### config.mk
export PLATFORM = sky130hd
export DESIGN_NAME = vlsu_mem_sched
export DESIGN_NICKNAME = d
export VERILOG_FILES = /design/src/rtl/vlsu_mem_sched.sv
export SDC_FILE = /design/constraint.sdc
export NUM_CORES = 1
export LEC_CHECK = 0
export CAP_MARGIN = 20
export CORE_MARGIN = 10
export CORE_UTILIZATION = 55
export CTS_BUF_LIST = sky130_fd_sc_hd__clkbuf_16
export DETAILED_ROUTE_END_ITERATION = 7
export HOLD_SLACK_MARGIN = 0.15
export PLACE_DENSITY = 0.91
export SLEW_MARGIN = 25
export SYNTH_ARGS = -nofsm -noshare
export SYNTH_HDL_FRONTEND = slang
export SYNTH_SLANG_ARGS = --single-unit
export TNS_END_PERCENT = 100
### constraint.sdc
create_clock -name clk_i -period 6.9 [get_ports clk_i]
set_input_delay 1.035 -clock clk_i [delete_from_list [all_inputs] [get_ports clk_i]]
set_output_delay 1.035 -clock clk_i [all_outputs]
set_load 0.03 [all_outputs]
### src/rtl/vlsu_mem_sched.sv
// Direction scheduler for the VLSU memory port: serialises read/write address phases,
// drains in-flight bursts before each switch and bounds per-phase runs.
module vlsu_mem_sched #(
  parameter int unsigned MaxOutstanding = 8,
  parameter int unsigned MaxRun         = 4,
  localparam int unsigned CntW          = $clog2(MaxOutstanding + 1)
) (
  input  logic            clk_i,
  input  logic            rst_ni,
  input  logic            ar_valid_i,
  output logic            ar_ready_o,
  input  logic            aw_valid_i,
  output logic            aw_ready_o,
  output logic            ar_valid_o,
  input  logic            ar_ready_i,
  output logic            aw_valid_o,
  input  logic            aw_ready_i,
  input  logic            r_valid_i,
  input  logic            r_ready_i,
  input  logic            r_last_i,
  input  logic            b_valid_i,
  input  logic            b_ready_i,
  output logic [CntW-1:0] rd_outstanding_o,
  output logic [CntW-1:0] wr_outstanding_o,
  output logic [2:0]      state_o,
  output logic            idle_o,
  output logic            cnt_err_o
);

  localparam int unsigned RunW = $clog2(MaxRun + 1);
  localparam logic [CntW-1:0] MaxOutCnt = CntW'(MaxOutstanding);
  localparam logic [RunW-1:0] MaxRunCnt = RunW'(MaxRun);

  typedef enum logic [2:0] {
    ST_IDLE    = 3'd0,
    ST_READ    = 3'd1,
    ST_WRITE   = 3'd2,
    ST_DRAIN_R = 3'd3,
    ST_DRAIN_W = 3'd4
  } state_e;

  state_e          state_q;
  logic [CntW-1:0] rd_cnt_q, rd_cnt_d;
  logic [CntW-1:0] wr_cnt_q, wr_cnt_d;
  logic [RunW-1:0] run_cnt_q;
  logic            ar_hold_q, aw_hold_q;
  logic            last_wr_q;
  logic            cnt_err_q;
  logic            rd_err, wr_err;
  logic            rd_grant, wr_grant;
  logic            ar_hs, aw_hs, r_done, b_done;
  logic            run_full;

  assign run_full = (run_cnt_q == MaxRunCnt);

  // A pending hold keeps its grant regardless of state so a raised valid is never withdrawn.
  assign rd_grant = ar_hold_q | ((state_q == ST_READ) & (rd_cnt_q < MaxOutCnt) &
                                 !(aw_valid_i & run_full));
  assign wr_grant = aw_hold_q | ((state_q == ST_WRITE) & (wr_cnt_q < MaxOutCnt) &
                                 !(ar_valid_i & run_full));

  assign ar_valid_o = ar_valid_i & rd_grant;
  assign ar_ready_o = ar_ready_i & rd_grant;
  assign aw_valid_o = aw_valid_i & wr_grant;
  assign aw_ready_o = aw_ready_i & wr_grant;

  assign ar_hs  = ar_valid_o & ar_ready_i;
  assign aw_hs  = aw_valid_o & aw_ready_i;
  assign r_done = r_valid_i & r_ready_i & r_last_i;
  assign b_done = b_valid_i & b_ready_i;

  always_comb begin
    rd_cnt_d = rd_cnt_q;
    rd_err   = 1'b0;
    if (ar_hs && !r_done) begin
      rd_cnt_d = rd_cnt_q + 1'b1;
    end else if (!ar_hs && r_done) begin
      if (rd_cnt_q == '0) rd_err = 1'b1;
      else                rd_cnt_d = rd_cnt_q - 1'b1;
    end
  end

  always_comb begin
    wr_cnt_d = wr_cnt_q;
    wr_err   = 1'b0;
    if (aw_hs && !b_done) begin
      wr_cnt_d = wr_cnt_q + 1'b1;
    end else if (!aw_hs && b_done) begin
      if (wr_cnt_q == '0) wr_err = 1'b1;
      else                wr_cnt_d = wr_cnt_q - 1'b1;
    end
  end

  always_ff @(posedge clk_i or negedge rst_ni) begin
    if (!rst_ni) begin
      state_q   <= ST_IDLE;
      rd_cnt_q  <= '0;
      wr_cnt_q  <= '0;
      run_cnt_q <= '0;
      ar_hold_q <= 1'b0;
      aw_hold_q <= 1'b0;
      last_wr_q <= 1'b1;
      cnt_err_q <= 1'b0;
    end else begin
      rd_cnt_q  <= rd_cnt_d;
      wr_cnt_q  <= wr_cnt_d;
      cnt_err_q <= cnt_err_q | rd_err | wr_err;
      if (ar_hs)                         ar_hold_q <= 1'b0;
      else if (ar_valid_o && !ar_ready_i) ar_hold_q <= 1'b1;
      if (aw_hs)                         aw_hold_q <= 1'b0;
      else if (aw_valid_o && !aw_ready_i) aw_hold_q <= 1'b1;

      case (state_q)
        ST_IDLE: begin
          // Simultaneous requests go to the direction that did not run last.
          if (ar_valid_i && (!aw_valid_i || last_wr_q)) begin
            state_q   <= ST_READ;
            run_cnt_q <= '0;
          end else if (aw_valid_i) begin
            state_q   <= ST_WRITE;
            run_cnt_q <= '0;
          end
        end
        ST_READ: begin
          last_wr_q <= 1'b0;
          if (ar_hs && !run_full) run_cnt_q <= run_cnt_q + 1'b1;
          if (aw_valid_i && !ar_hold_q && (run_full || !ar_valid_i))
            state_q <= ST_DRAIN_R;
          else if (!ar_valid_i && !aw_valid_i && !ar_hold_q && rd_cnt_q == '0)
            state_q <= ST_IDLE;
        end
        ST_WRITE: begin
          last_wr_q <= 1'b1;
          if (aw_hs && !run_full) run_cnt_q <= run_cnt_q + 1'b1;
          if (ar_valid_i && !aw_hold_q && (run_full || !aw_valid_i))
            state_q <= ST_DRAIN_W;
          else if (!ar_valid_i && !aw_valid_i && !aw_hold_q && wr_cnt_q == '0)
            state_q <= ST_IDLE;
        end
        ST_DRAIN_R: begin
          if (rd_cnt_q == '0) begin
            state_q   <= ST_WRITE;
            run_cnt_q <= '0;
          end
        end
        ST_DRAIN_W: begin
          if (wr_cnt_q == '0) begin
            state_q   <= ST_READ;
            run_cnt_q <= '0;
          end
        end
        default: state_q <= ST_IDLE;
      endcase
    end
  end

  assign rd_outstanding_o = rd_cnt_q;
  assign wr_outstanding_o = wr_cnt_q;
  assign state_o          = state_q;
  assign idle_o           = (state_q == ST_IDLE) && (rd_cnt_q == '0) && (wr_cnt_q == '0);
  assign cnt_err_o        = cnt_err_q;

endmodule

==> results.yml <==
worst_setup_path:
  arrival_ns: 2.83
  end_kind: "primary output"
  path_max_fanout: 10
  startpoint_type: "primary input"
  worstPathRequired_ns: 5.86
  crit_type: "primary input to primary output"
logic_synthesis:
  synth-compound-area-share_pct: 16.8
  synth_edf_count: 0
  ys_seq_area_share_pct: 33.5
  syn_avg_cell_area_um2: 8.70
  synthSimpleGateAreaFrac_pct: 23.9
  ys_warn_count: 0
  ys_seq_elements: 18
  synth_area_mm2: 0.00135
  synthAdderAreaFrac_pct: 11.7
  async_reset_ff_share_pct: 100
  muxShareOfSynthArea_pct: 3.06
  synth_top_family_by_area: "simple AND/OR/NAND/NOR gates"
  synth-xor-area-share_pct: 5.19
  ys.flop_type: "dfrtp_1"
  syn_nets: 178
  synth.distinct_cells: 43
  netlist_instances: 155
sta:
  finalHoldViolCount: 0
  worst_pin_slew_ns: 0.832
  post-route-min-period_ns: 3.86
  fin_crit_sh_pct: 56.0
  post-route-worst-setup-slack_ns: 3.04
  rsz0062_at_grt: "no"
  tns_ns: 0
  drv_slew: 0
  slew_headroom_pct: 44.3
  fin_skew_ns: 0.00591
  fmax_ghz: 0.259
  setup_viol: 0
final_layout:
  diodes: 0
  nNetsFinal: 204
  final_layout_size_suffix_gt1_share_pct: 5.56
  design_area_mm2: 0.00170
  area_delta_synth_final_pct: 26.3
  final_cell_mix: "clkdlybuf4s50_1, dfrtp_1, nand2_1, inv_1, a21oi_1"
  mostFrequentLayoutCell: "clkdlybuf4s50_1"
clock_tree:
  cts.path.max_buffers: 2
  cts.sinks: 18
  cts_tree: "done"
  hold_buffers: 0
  cts_setup_buffers: 0
  numCtsBuffers: 3
  cts_resized: 0
  clock_latency_ns: 0.25
  clk_pin_slew_ns: 0.06
  cts_root_buf: "clkbuf_16"
  h-tree-depth: 1
floorplan:
  die_y_um: 69.5
  start_util_pct: 59.3
  num_rows: 17
  core_mm2: 0.00228
  die_area_mm2: 0.00483
  die_x_um: 69.5
  io_pins: 28
drt:
  dr_total_vias: 1257
  drt_pass1_iterations: 4
  first_iter_violations: 125
  wire_per_inst_um: 16.8
  ant_nets: 0
  vias_per_cell: 6.04
  wl_mm: 3.50
  drc: 0
hold_path:
  min_path_type: "flop to flop"
placed_design:
  place_ws_ns: 3.03
  place_area_mm2: 0.00162
  portBuffers: 27
  hpwl_mm: 2.71
  gp_congestion: 0.946
power:
  vdd_drop_max_mv: 0.337
  powerDensity_mw_per_mm2: 492
  p_leak_nw: 0.749
  finalPower_mw: 0.839
run_status:
  outcome: "finished clean"
global_routing:
  globalRoute.totalOverflow: 0
  antenna_found_initial: 0
  grt_pass1_vias: 1282
  grt_max_degree: 19
  gr-usage-all-layers_pct: 14.6
  grt_pass1_wl_mm: 6.13
job:
  cap_viol_max_count: 0
==> per-stage QoR <==
stage / std cells / hold slack, ns / util [%]
finish: 208 / 0.472 / 74.8
global route: 208 / 0.494 / 74.8
CTS: 208 / 0.473 / 74.8
detailed placement: 204 / 0.455 / 71.4
global placement: 204 / 0.456 / 71.4
floorplan: 155 / 0.474 / -
==> worst max-delay path: stages <==
cell and delay, ns:
clkdlybuf4s50_1 0.57, a31oi_1 0.24, a21oi_1 0.12, nor2_1 0.16, clkdlybuf4s50_1 0.70
==> path summary, 6_finish.rpt <==
check	from	end	slack, ns	cells after the start
worst max-delay path	ar_valid_i	aw_valid_o	3.04	5
worst min-delay path	cnt_err_o	cnt_err_o	0.47	1
worst max register to register	state_o[1]	wr_outstanding_o[3]	3.82	12
worst min register to register	cnt_err_o	cnt_err_o	0.47	1
max in group asynchronous	rst_ni	run_cnt_q[0]	5.11	1
min in group asynchronous	rst_ni	cnt_err_o	1.27	1
==> registers in the layout (all words and copies together) (netlist names) <==
signal	count
wr_outstanding_o	4
aw_hold_q	1
state_o	3
ar_hold_q	1
rd_outstanding_o	4
last_wr_q	1
cnt_err_o	1
run_cnt_q	3
==> cell type report <==
cell class              count  area [um2]
multi-input cells         118         818
fillers                   163         573
flip-flops and latches     18         452
repair buffers             27         270
clock buffers               3        75.1
inverters                  13        48.8
well taps                  28        35.0
clock inverters             1        3.75
==> cells in the mapped netlist, drive strengths merged (2+ instances only) <==
library cell  count  area share (%)
a211o             2             1.3
a21o              2             1.1
a21oi            13             4.8
a31oi             4             1.9
a41oi             2             1.3
and2              3             1.4
clkbuf            5             1.4
dfrtp            17              32
ha               11              10
inv              13             3.6
mux2i             3             2.2
nand2            16             4.6
nand2b            4             1.9
nand3             2            0.74
nor2             12             3.3
nor2b             5             2.3
nor3              3             1.1
nor3b             2             1.1
nor4              2             1.4
o21ai             4             1.5
o21bai            2             1.1
or3b              2             1.3
or4               3             1.9
xnor2             5             3.2
xor2              3             1.9
==> routing by layer <==
layer  vias up  wire length (um)  share of wire [%]  global-route usage [%]
met3         6               152                4.3                    3.00
li1        592                 -                  -                       -
met4         0                78                2.2                    5.32
met5         -                 0                  0                       0
met1       623              1450                 41                    16.9
met2        36              1820                 52                    25.5
==> power by group <==
group / switching (mW) / internal [mW]
registers: 0.0806 / 0.154
clock network: 0.0393 / 0.0770
logic: 0.268 / 0.220
total: 0.388 / 0.451
==> cell families after synthesis <==
group	after synthesis
and+or+nand+nor	59
AOI/OAI and AO/OA	35
buffers and inverters	19
DFF	18
adders and majority gates	12
xor gates and xnor gates	8
muxes	4
(Power assumes the default switching activity.)
